## config.mk

```make
export PLATFORM = sky130hd
export DESIGN_NAME = arp_table_lookup
export DESIGN_NICKNAME = d
export VERILOG_FILES = /design/src/rtl/arp_table_lookup.sv
export SDC_FILE = /design/constraint.sdc
export NUM_CORES = 2
export LEC_CHECK = 0
export ABC_CLOCK_PERIOD_IN_PS = 10200
export CORE_MARGIN = 3
export CORE_UTILIZATION = 63
export CTS_BUF_LIST = sky130_fd_sc_hd__clkbuf_8
export DETAILED_ROUTE_END_ITERATION = 6
export PLACE_DENSITY = 0.92
export SETUP_SLACK_MARGIN = 0.3
export SYNTH_ARGS = -nofsm -noshare
export SYNTH_HDL_FRONTEND = slang
export SYNTH_SLANG_ARGS = --single-unit
```

## constraint.sdc

```tcl
create_clock -name AXI_ACLK -period 10.2 [get_ports AXI_ACLK]
set_input_delay 2.04 -clock AXI_ACLK [delete_from_list [all_inputs] [get_ports AXI_ACLK]]
set_output_delay 2.04 -clock AXI_ACLK [all_outputs]
set_load 0.01 [all_outputs]
```

## src/rtl/arp_table_lookup.sv

```systemverilog
// ARP resolution stage: linear scan of a register-programmed ARP table, one entry per cycle,
// with the result held stable until the downstream MAC-rewrite stage acknowledges it.
module arp_table_lookup #(
    parameter int unsigned C_S_AXI_DATA_WIDTH = 32,
    parameter int unsigned TABLE_DEPTH        = 32,
    parameter int unsigned TABLE_ADDR_BITS    = 5
) (
    input  logic                          AXI_ACLK,
    input  logic                          AXI_RESETN,
    input  logic                          lookup_req,
    input  logic [31:0]                   lookup_ip,
    input  logic [7:0]                    lookup_oq,
    output logic                          lookup_busy,
    output logic [47:0]                   dest_mac,
    output logic                          arp_hit,
    output logic [31:0]                   oq_reg,
    output logic                          result_valid,
    input  logic                          result_ack,
    input  logic                          tbl_wr_en,
    input  logic [TABLE_ADDR_BITS-1:0]    tbl_wr_addr,
    input  logic [31:0]                   tbl_wr_ip,
    input  logic [47:0]                   tbl_wr_mac,
    input  logic                          tbl_wr_valid,
    input  logic [TABLE_ADDR_BITS-1:0]    tbl_rd_addr,
    output logic [31:0]                   tbl_rd_ip,
    output logic [47:0]                   tbl_rd_mac,
    output logic                          tbl_rd_valid,
    input  logic [C_S_AXI_DATA_WIDTH-1:0] reset,
    output logic [C_S_AXI_DATA_WIDTH-1:0] arp_lookup_count,
    output logic [C_S_AXI_DATA_WIDTH-1:0] arp_hit_count
);

    typedef enum logic [1:0] {StIdle, StSearch, StDone} state_e;

    state_e                          state_q, state_d;
    logic [TABLE_ADDR_BITS-1:0]      idx_q;
    logic [31:0]                     ip_q;
    logic [7:0]                      oq_q;
    logic [7:0]                      oq_out_q;
    logic [47:0]                     mac_q;
    logic                            hit_q;
    logic [C_S_AXI_DATA_WIDTH-1:0]   lookup_cnt_q;
    logic [C_S_AXI_DATA_WIDTH-1:0]   hit_cnt_q;

    logic [31:0]                     tbl_ip_q    [TABLE_DEPTH];
    logic [47:0]                     tbl_mac_q   [TABLE_DEPTH];
    logic [TABLE_DEPTH-1:0]          tbl_valid_q;

    logic entry_match;
    logic last_idx;
    logic enter_done;

    // Address 0.0.0.0 is never a legal next hop, so it can never resolve.
    assign entry_match = tbl_valid_q[idx_q] && (tbl_ip_q[idx_q] == ip_q) && (ip_q != 32'd0);
    assign last_idx    = (idx_q == TABLE_ADDR_BITS'(TABLE_DEPTH - 1));
    assign enter_done  = (state_q == StSearch) && (entry_match || last_idx);

    always_ff @(posedge AXI_ACLK or negedge AXI_RESETN) begin
        if (!AXI_RESETN) begin
            state_q <= StIdle;
        end else begin
            state_q <= state_d;
        end
    end

    always_comb begin
        state_d = state_q;
        case (state_q)
            StIdle:   if (lookup_req) state_d = StSearch;
            StSearch: if (enter_done) state_d = StDone;
            StDone:   if (result_ack) state_d = StIdle;
            default:  state_d = StIdle;
        endcase
    end

    always_comb begin
        lookup_busy  = (state_q != StIdle);
        result_valid = (state_q == StDone);
    end

    always_ff @(posedge AXI_ACLK or negedge AXI_RESETN) begin
        if (!AXI_RESETN) begin
            idx_q    <= '0;
            ip_q     <= '0;
            oq_q     <= '0;
            oq_out_q <= '0;
            mac_q    <= '0;
            hit_q    <= 1'b0;
        end else begin
            if (state_q == StIdle && lookup_req) begin
                ip_q  <= lookup_ip;
                oq_q  <= lookup_oq;
                idx_q <= '0;
            end
            if (state_q == StSearch) begin
                if (entry_match) begin
                    mac_q <= tbl_mac_q[idx_q];
                    hit_q <= 1'b1;
                end else if (last_idx) begin
                    mac_q <= '0;
                    hit_q <= 1'b0;
                end else begin
                    idx_q <= idx_q + TABLE_ADDR_BITS'(1);
                end
            end
            // Visible oq only changes when a new result lands, keeping it aligned with dest_mac.
            if (enter_done) begin
                oq_out_q <= oq_q;
            end
        end
    end

    always_ff @(posedge AXI_ACLK or negedge AXI_RESETN) begin
        if (!AXI_RESETN) begin
            lookup_cnt_q <= '0;
            hit_cnt_q    <= '0;
        end else if (reset == C_S_AXI_DATA_WIDTH'(1)) begin
            lookup_cnt_q <= '0;
            hit_cnt_q    <= '0;
        end else if (enter_done) begin
            if (~&lookup_cnt_q) lookup_cnt_q <= lookup_cnt_q + C_S_AXI_DATA_WIDTH'(1);
            if (entry_match && ~&hit_cnt_q) hit_cnt_q <= hit_cnt_q + C_S_AXI_DATA_WIDTH'(1);
        end
    end

    always_ff @(posedge AXI_ACLK or negedge AXI_RESETN) begin
        if (!AXI_RESETN) begin
            tbl_valid_q <= '0;
        end else if (tbl_wr_en) begin
            tbl_valid_q[tbl_wr_addr] <= tbl_wr_valid;
        end
    end

    // Entry payloads need no reset: they are qualified by the valid bits.
    always_ff @(posedge AXI_ACLK) begin
        if (tbl_wr_en) begin
            tbl_ip_q[tbl_wr_addr]  <= tbl_wr_ip;
            tbl_mac_q[tbl_wr_addr] <= tbl_wr_mac;
        end
    end

    assign dest_mac         = mac_q;
    assign arp_hit          = hit_q;
    assign oq_reg           = {24'b0, oq_out_q};
    assign arp_lookup_count = lookup_cnt_q;
    assign arp_hit_count    = hit_cnt_q;
    assign tbl_rd_ip        = tbl_ip_q[tbl_rd_addr];
    assign tbl_rd_mac       = tbl_mac_q[tbl_rd_addr];
    assign tbl_rd_valid     = tbl_valid_q[tbl_rd_addr];

endmodule

```

After elaboration in Yosys (flattened, before gate mapping). Memories as Yosys holds them, arrays and structs flattened. Cells that the tools add are included.

Div/mod/pow operators: 0. Add/subtract/negate cells: 3. Multiply operators: 0. Order comparisons: 4. Mux-type cells: 27. Eq/ne operators: 9. Bitwise logic cells: 0. Shift operators: 0. Reduce and logical (&&, ||, !) cells: 20.

Operators with widths (number): $mux W32 (6); $mux W48 (2); $add A32 B1 Y32 const B (2); $reduce_and A32 Y1 (2); $bwmux W32 (1); $eq A32 B1 Y1 const B (1); $eq A32 B32 Y1 (1); $reduce_bool A32 Y1 (1); $mux W5 (4); $lt A5 B6 Y1 const B (3); $bmux W1 S5 (2); $reduce_bool A2 Y1 (4); $mux W1 (7); $logic_and A1 B1 Y1 (6); $mux W2 (3); $ne A2 B2 Y1 const B (3); $pmux W2 S3 (1); $reduce_and A2 Y1 (3); $add A5 B1 Y5 const B (1); $demux W1 S5 (1); $eq A5 B5 Y1 const B (1); $ge A5 B1 Y1 const B (1); $reduce_and A3 Y1 (1); $eq A2 B1 Y1 const B (1); 5 further kinds (5).

Input port bits: 168. Output and inout bits: 228. Register bits after elaboration: 200. Memory bits (read-only): 0. Memories: 2. Word-level logic and storage cells: 75. RAM bits: 2560. Bits in latches: 0.

Memories: tbl_mac_q (depth 32, width 48, rd ports 2, clocked after Yosys merged registers in 0, write ports 1, line 46) `logic [47:0] tbl_mac_q [TABLE_DEPTH];`; tbl_ip_q (depth 32, width 32, rd ports 2, clocked after Yosys merged registers in 0, write ports 1, line 45) `logic [31:0] tbl_ip_q [TABLE_DEPTH];`.

Logic depth before layout (Yosys ltp).
Depth after elaboration: 8. Mapped depth: 22. Depth with buffers taken out: 11.

Worst setup path before layout. OpenSTA, ideal clock, no wires.

Kind: in2reg. Start point: input tbl_wr_addr[0]. End point: register tbl_valid_q[20]. Required time: 10118 ps. Arrival: 6677 ps. Setup time: 82 ps. Setup slack: 3441 ps. Buffers on the path: 1. Stages: 4. Cell sequence: or3b_2 clkbuf_1 nor2_1 mux2_2.

Longest elaborated chain between the ends: 5. Elaborated cells between the ends (all ways): 6. Those cells by class: order compare: 2; mux: 3; reduce/logical: 1.

RTL lines: from (decl) (line 20) `input logic [TABLE_ADDR_BITS-1:0] tbl_wr_addr,`; $lt A5 B6 Y1 (implied by the code) / $ge A5 B1 Y1 (equally long branches) (line 130) `tbl_valid_q[tbl_wr_addr] <= tbl_wr_valid;`; $logic_and A1 B1 Y1 (implied by the code) (line 130); $mux W1 (implied by the code) (line 130); $demux W1 S5 (*) (line 130); $bwmux W32 (*) (line 130); to (signal, indexed assignment) (line 130); to (decl) (line 47) `logic [TABLE_DEPTH-1:0] tbl_valid_q;`.

Mark *: on every way between the ends. The rest lies on a longest branch, timed or not. A chain may end at the register's enable or synchronous reset.

Final worst setup path.
Start point: register idx_q[2]. End point: register lookup_cnt_q[13] (netlist: arp_lookup_count[13]).

Longest elaborated chain between the ends: 8. Elaborated cells between the ends (all ways): 11. Those cells by class: eq/ne: 2; mux: 2; reduce/logical: 6; memory: 1.

RTL lines: from (decl) (line 36) `logic [TABLE_ADDR_BITS-1:0] idx_q;`; from (signal assigned) (line 103) `idx_q <= idx_q + TABLE_ADDR_BITS'(1);`; $mem_v2 Z32 W32 / $bmux W1 S5 (equally long branches); $eq A32 B32 Y1 / $mux W1 (equally long branches) (line 54) `assign entry_match = tbl_valid_q[idx_q] && (tbl_ip_q[idx_q] == ip_q) && (ip_q != 32'd0);`; $logic_and A1 B1 Y1 (2 in a row) (line 54); $logic_or A1 B1 Y1 (*) (line 56) `assign enter_done = (state_q == StSearch) && (entry_match || last_idx);`; $logic_and A1 B1 Y1 (*) (line 56); $reduce_bool A2 Y1 (no line) (*); $reduce_and A2 Y1 (no line) (*); to (signal assigned) (line 121) `if (~&lookup_cnt_q) lookup_cnt_q <= lookup_cnt_q + C_S_AXI_DATA_WIDTH'(1);`; to (decl) (line 42) `logic [C_S_AXI_DATA_WIDTH-1:0] lookup_cnt_q;`.

Mark *: on every way between the ends. The rest lies on a longest branch, timed or not. The select of a mux whose other input is x is not followed.

==> results by group <==
Yosys
  • Cell taking the most area after synthesis: edfxtp_1
  • Avg Inst Size Synth: 21.0 sq um
  • Number of cells produced by synthesis: 6044
  • Cell Area, Synth: 127000 sq um
  • Count of state elements after synthesis: 2760
  • Number of synthesized flops with an enable pin: 2560
  • Top FF cell, synth: edfxtp_1
  • Sequential-to-total area share from yosys stat: 0.645
  • Netlist cell types: 75
  • Largest cells by area after synthesis: edfxtp_1 61%, mux4_2 26%, dfrtp_1 3.9%
  • Asr flop ratio synth: 0.0725
  • YS warnings: 0
  • Yosys top cell area share: 0.606

Power
  • Power Density: 221 nW/um^2
  • P_sw: 9.73 mW
  • VDD IR max: 0.281 mV
  • Sequential cell fraction of total power: 0.416
  • Combinational share of power: 0.289
  • Power, Total: 31.4 mW
  • Switching portion of total power: 0.310
  • Clock share of power: 0.295
  • Cell-internal power: 21.7 mW
  • Pleak: 46.2 nW

Layout
  • Fill count: 10465
  • Fin nets: 6706
  • Final instance area: 142000 sq um
  • Layout Cells excl Fill: 9585
  • Commonest non-fill, non-tap cells in the layout: 2560 x edfxtp_1, 1453 x mux4_2, 499 x clkbuf_8
  • Share of cells above drive strength 1: 0.349
  • Most common cell after layout, fill and taps aside: edfxtp_1
  • Final Util: 0.711
  • Area Growth Syn to Fin: 12.1%

STA
  • Final Hold Fails: 0
  • Final Cycle Share: 0.747
  • Max Clock Skew: 0.111 ns
  • Minimum clock period: 7.62 ns
  • Slew of the pin with the lowest slew margin: 1.49 ns
  • Max transition margin: -0.00559
  • Fmax: 0.131 GHz
  • Final setup vio count: 0
  • Max-slew violations: 1
  • RSZ-0062 raised after global routing: no
  • Total Neg Setup Slack: 0 ns
  • Hold Worst Slack: 0.476 ns
  • Worst setup margin: 2.58 ns

CTS
  • Reg clk slew, reported paths: 0.06 ns
  • CTS Buf Count: 441
  • Hold buffers post-CTS: 0
  • Htree depth: 5
  • Clock root buffer: clkbuf_8
  • Insertion delay to the later sink of the worst-skew pair: 1.16 ns
  • CTS tree: yes
  • Post-CTS Setup Repair Bufs: 0
  • Num Clock Sinks: 2760
  • Cts repair resizes: 0
  • CTS max path bufs: 4

Global route
  • Vias in the first global route: 79219
  • Overflow after GRT: 0
  • Initial antenna violation count: 43
  • All-layer global routing usage: 0.387
  • First-pass GRT wire length: 562000 um
  • Largest net degree at the start of global routing: 160

Critical path
  • Crit Path Category: reg -> reg
  • Max FO, Critical Path: 73
  • Crit path launch type: flop
  • WP data required: 11.19 ns
  • R2r endpoint: arp_lookup_count[13]
  • Critical-path cell list: buf_4 -> nor2b_4 -> buf_4 -> a22oi_1 -> a21oi_1 -> nor2_1 -> a21o_1 -> a22oi_1 -> o2111ai_1 -> or4_4 -> buf_4 -> a21oi_4 -> nand3_1 -> mux2_1
  • Data arrival, critical path: 8.61 ns
  • Reg2reg start: idx_q[2]
  • Worst path slowest cell: buf_4
  • Crit-path max cell delay: 0.94 ns
  • Worst R2R Path Depth: 14
  • R2r setup slk: 2.58 ns
  • CP dominant cell by count: buf_4
  • CP Capture Type: flop

Outcome
  • Failing checks: DRC, capacitance limit, slew limit
  • Status: finished with violations

Detailed routing
  • Starting DRT DRC Count: 15272
  • DR WL/cell: 41.8 um
  • DRT Wirelength: 401000 um
  • First-pass iteration count of the detailed router: 7
  • Via/cell ratio: 8.10
  • Post-route DRC: 29
  • Antenna viol nets, final: 0
  • Routed vias: 77599

Placement
  • Number of port buffers: 371
  • HPWL after DPL: 210000 um
  • Placed instance area: 134000 sq um
  • Routability Congestion: 0.848
  • Placed insts: 8746
  • Post-place setup slack: 2.75 ns

Floorplan
  • Ports: 396
  • Total Die Area: 207000 sq um
  • Core Region: 200000 sq um
  • Starting Density: 0.634
  • Die width: 455 um
  • # rows: 164
  • Chip Height: 455 um

Worst hold path
  • Cell depth of the worst hold path: 2
  • Hold Path Sink: oq_out_q[7]
  • HP Start: oq_q[7]
  • Worst min-delay path class: reg -> reg

Flow run
  • Maxcap violations: 1
## synth_stat cells (all sizes together) (5+ instances only)
cell	count
edfxtp	2560
mux4	1453
mux2i	287
clkbuf	280
dfrtp	200
buf	196
mux2	170
nand2	107
nand3	103
nor2	99
a22oi	84
o21ai	67
a21oi	47
o22ai	39
and3	32
xnor2	32
nor4	25
nand2b	19
nand4	19
or4	18
xor2	16
inv	15
o211ai	13
or3	12
and2	11
nor3	10
o221ai	10
a31oi	9
nand3b	9
or2	9
a211oi	8
a2111oi	7
nor2b	7
or3b	7
a221oi	5
o311ai	5
o41ai	5
## routing by layer
metal,GRT usage,vias up,wire (um)
li1,-,27453,-
met1,0.480,38864,115000
met2,0.585,8987,187000
met3,0.131,2277,64300
met4,0.265,18,34100
met5,0,-,129
## worst max path at each step
stage	end	slack, ns	from	depth (start not counted)
2_1_floorplan	tbl_valid_q[20]	3.44	tbl_wr_addr[0]	4
3_5_place_dp	tbl_rd_mac[31]	2.75	tbl_rd_addr[0]	6
6_report	arp_lookup_count[13]	2.58	idx_q[2]	14
5_1_grt	tbl_rd_ip[9]	2.55	tbl_rd_addr[0]	7
3_3_place_gp	tbl_rd_ip[27]	2.81	tbl_rd_addr[0]	7
4_1_cts	tbl_rd_ip[9]	2.71	tbl_rd_addr[0]	7
## power by group through the flow
stage / Sequential [mW] / Combinational, mW / Clock [mW]
after floorplan: 13.0 / 6.27 / 0
after global placement: 13.2 / 8.42 / 0
after detailed placement: 13.3 / 8.72 / 0
after CTS: 13.0 / 8.83 / 9.25
after global routing: 13.1 / 9.33 / 9.80
final: 13.1 / 9.08 / 9.28
## final cells by class
cell class | instances | area (sq um) | area share
timing repair buffer | 500 | 5190 | 0.0365
tap | 2656 | 3320 | 0.0234
sequential | 2760 | 81900 | 0.576
inverter | 17 | 76.3 | 0.000536
antenna | 35 | 87.6 | 0.000616
clock inverter | 305 | 1670 | 0.0117
multi-input combinational | 2814 | 43200 | 0.304
clock buffer | 498 | 6850 | 0.0482
## cell families (layout without fill, tap and decap cells)
family	count (synthesis)	in the layout	share of synthesized area
AOI/OAI and AO/OA	333	333	0.0183
xor gates and xnor gates	48	48	0.00331
adders and majority gates	4	4	0.000394
buffers and inverters	493	1320	0.0175
DFF	2760	2760	0.645
muxes	1910	1910	0.296
other	1	59	0.0000295
and+or+nand+nor	495	495	0.0198
## sequential cells by signal, indices dropped and copies added (netlist names)
name,count
state_q,2
tbl_valid_q,32
ip_q,32
tbl_mac_q,1536
oq_out_q,8
tbl_ip_q,1024
dest_mac,48
idx_q,5
arp_hit_count,32
arp_lookup_count,32
arp_hit,1
oq_q,8
## critical path, delay by kind of cell, from the launching register on
kind	cells	cell delay, ns
mux	1	0.32
simple gates	4	1.69
compound gates	6	2.30
flops	1	0.89
buf+inv	3	2.18
Power figures use the tool's default switching activity.
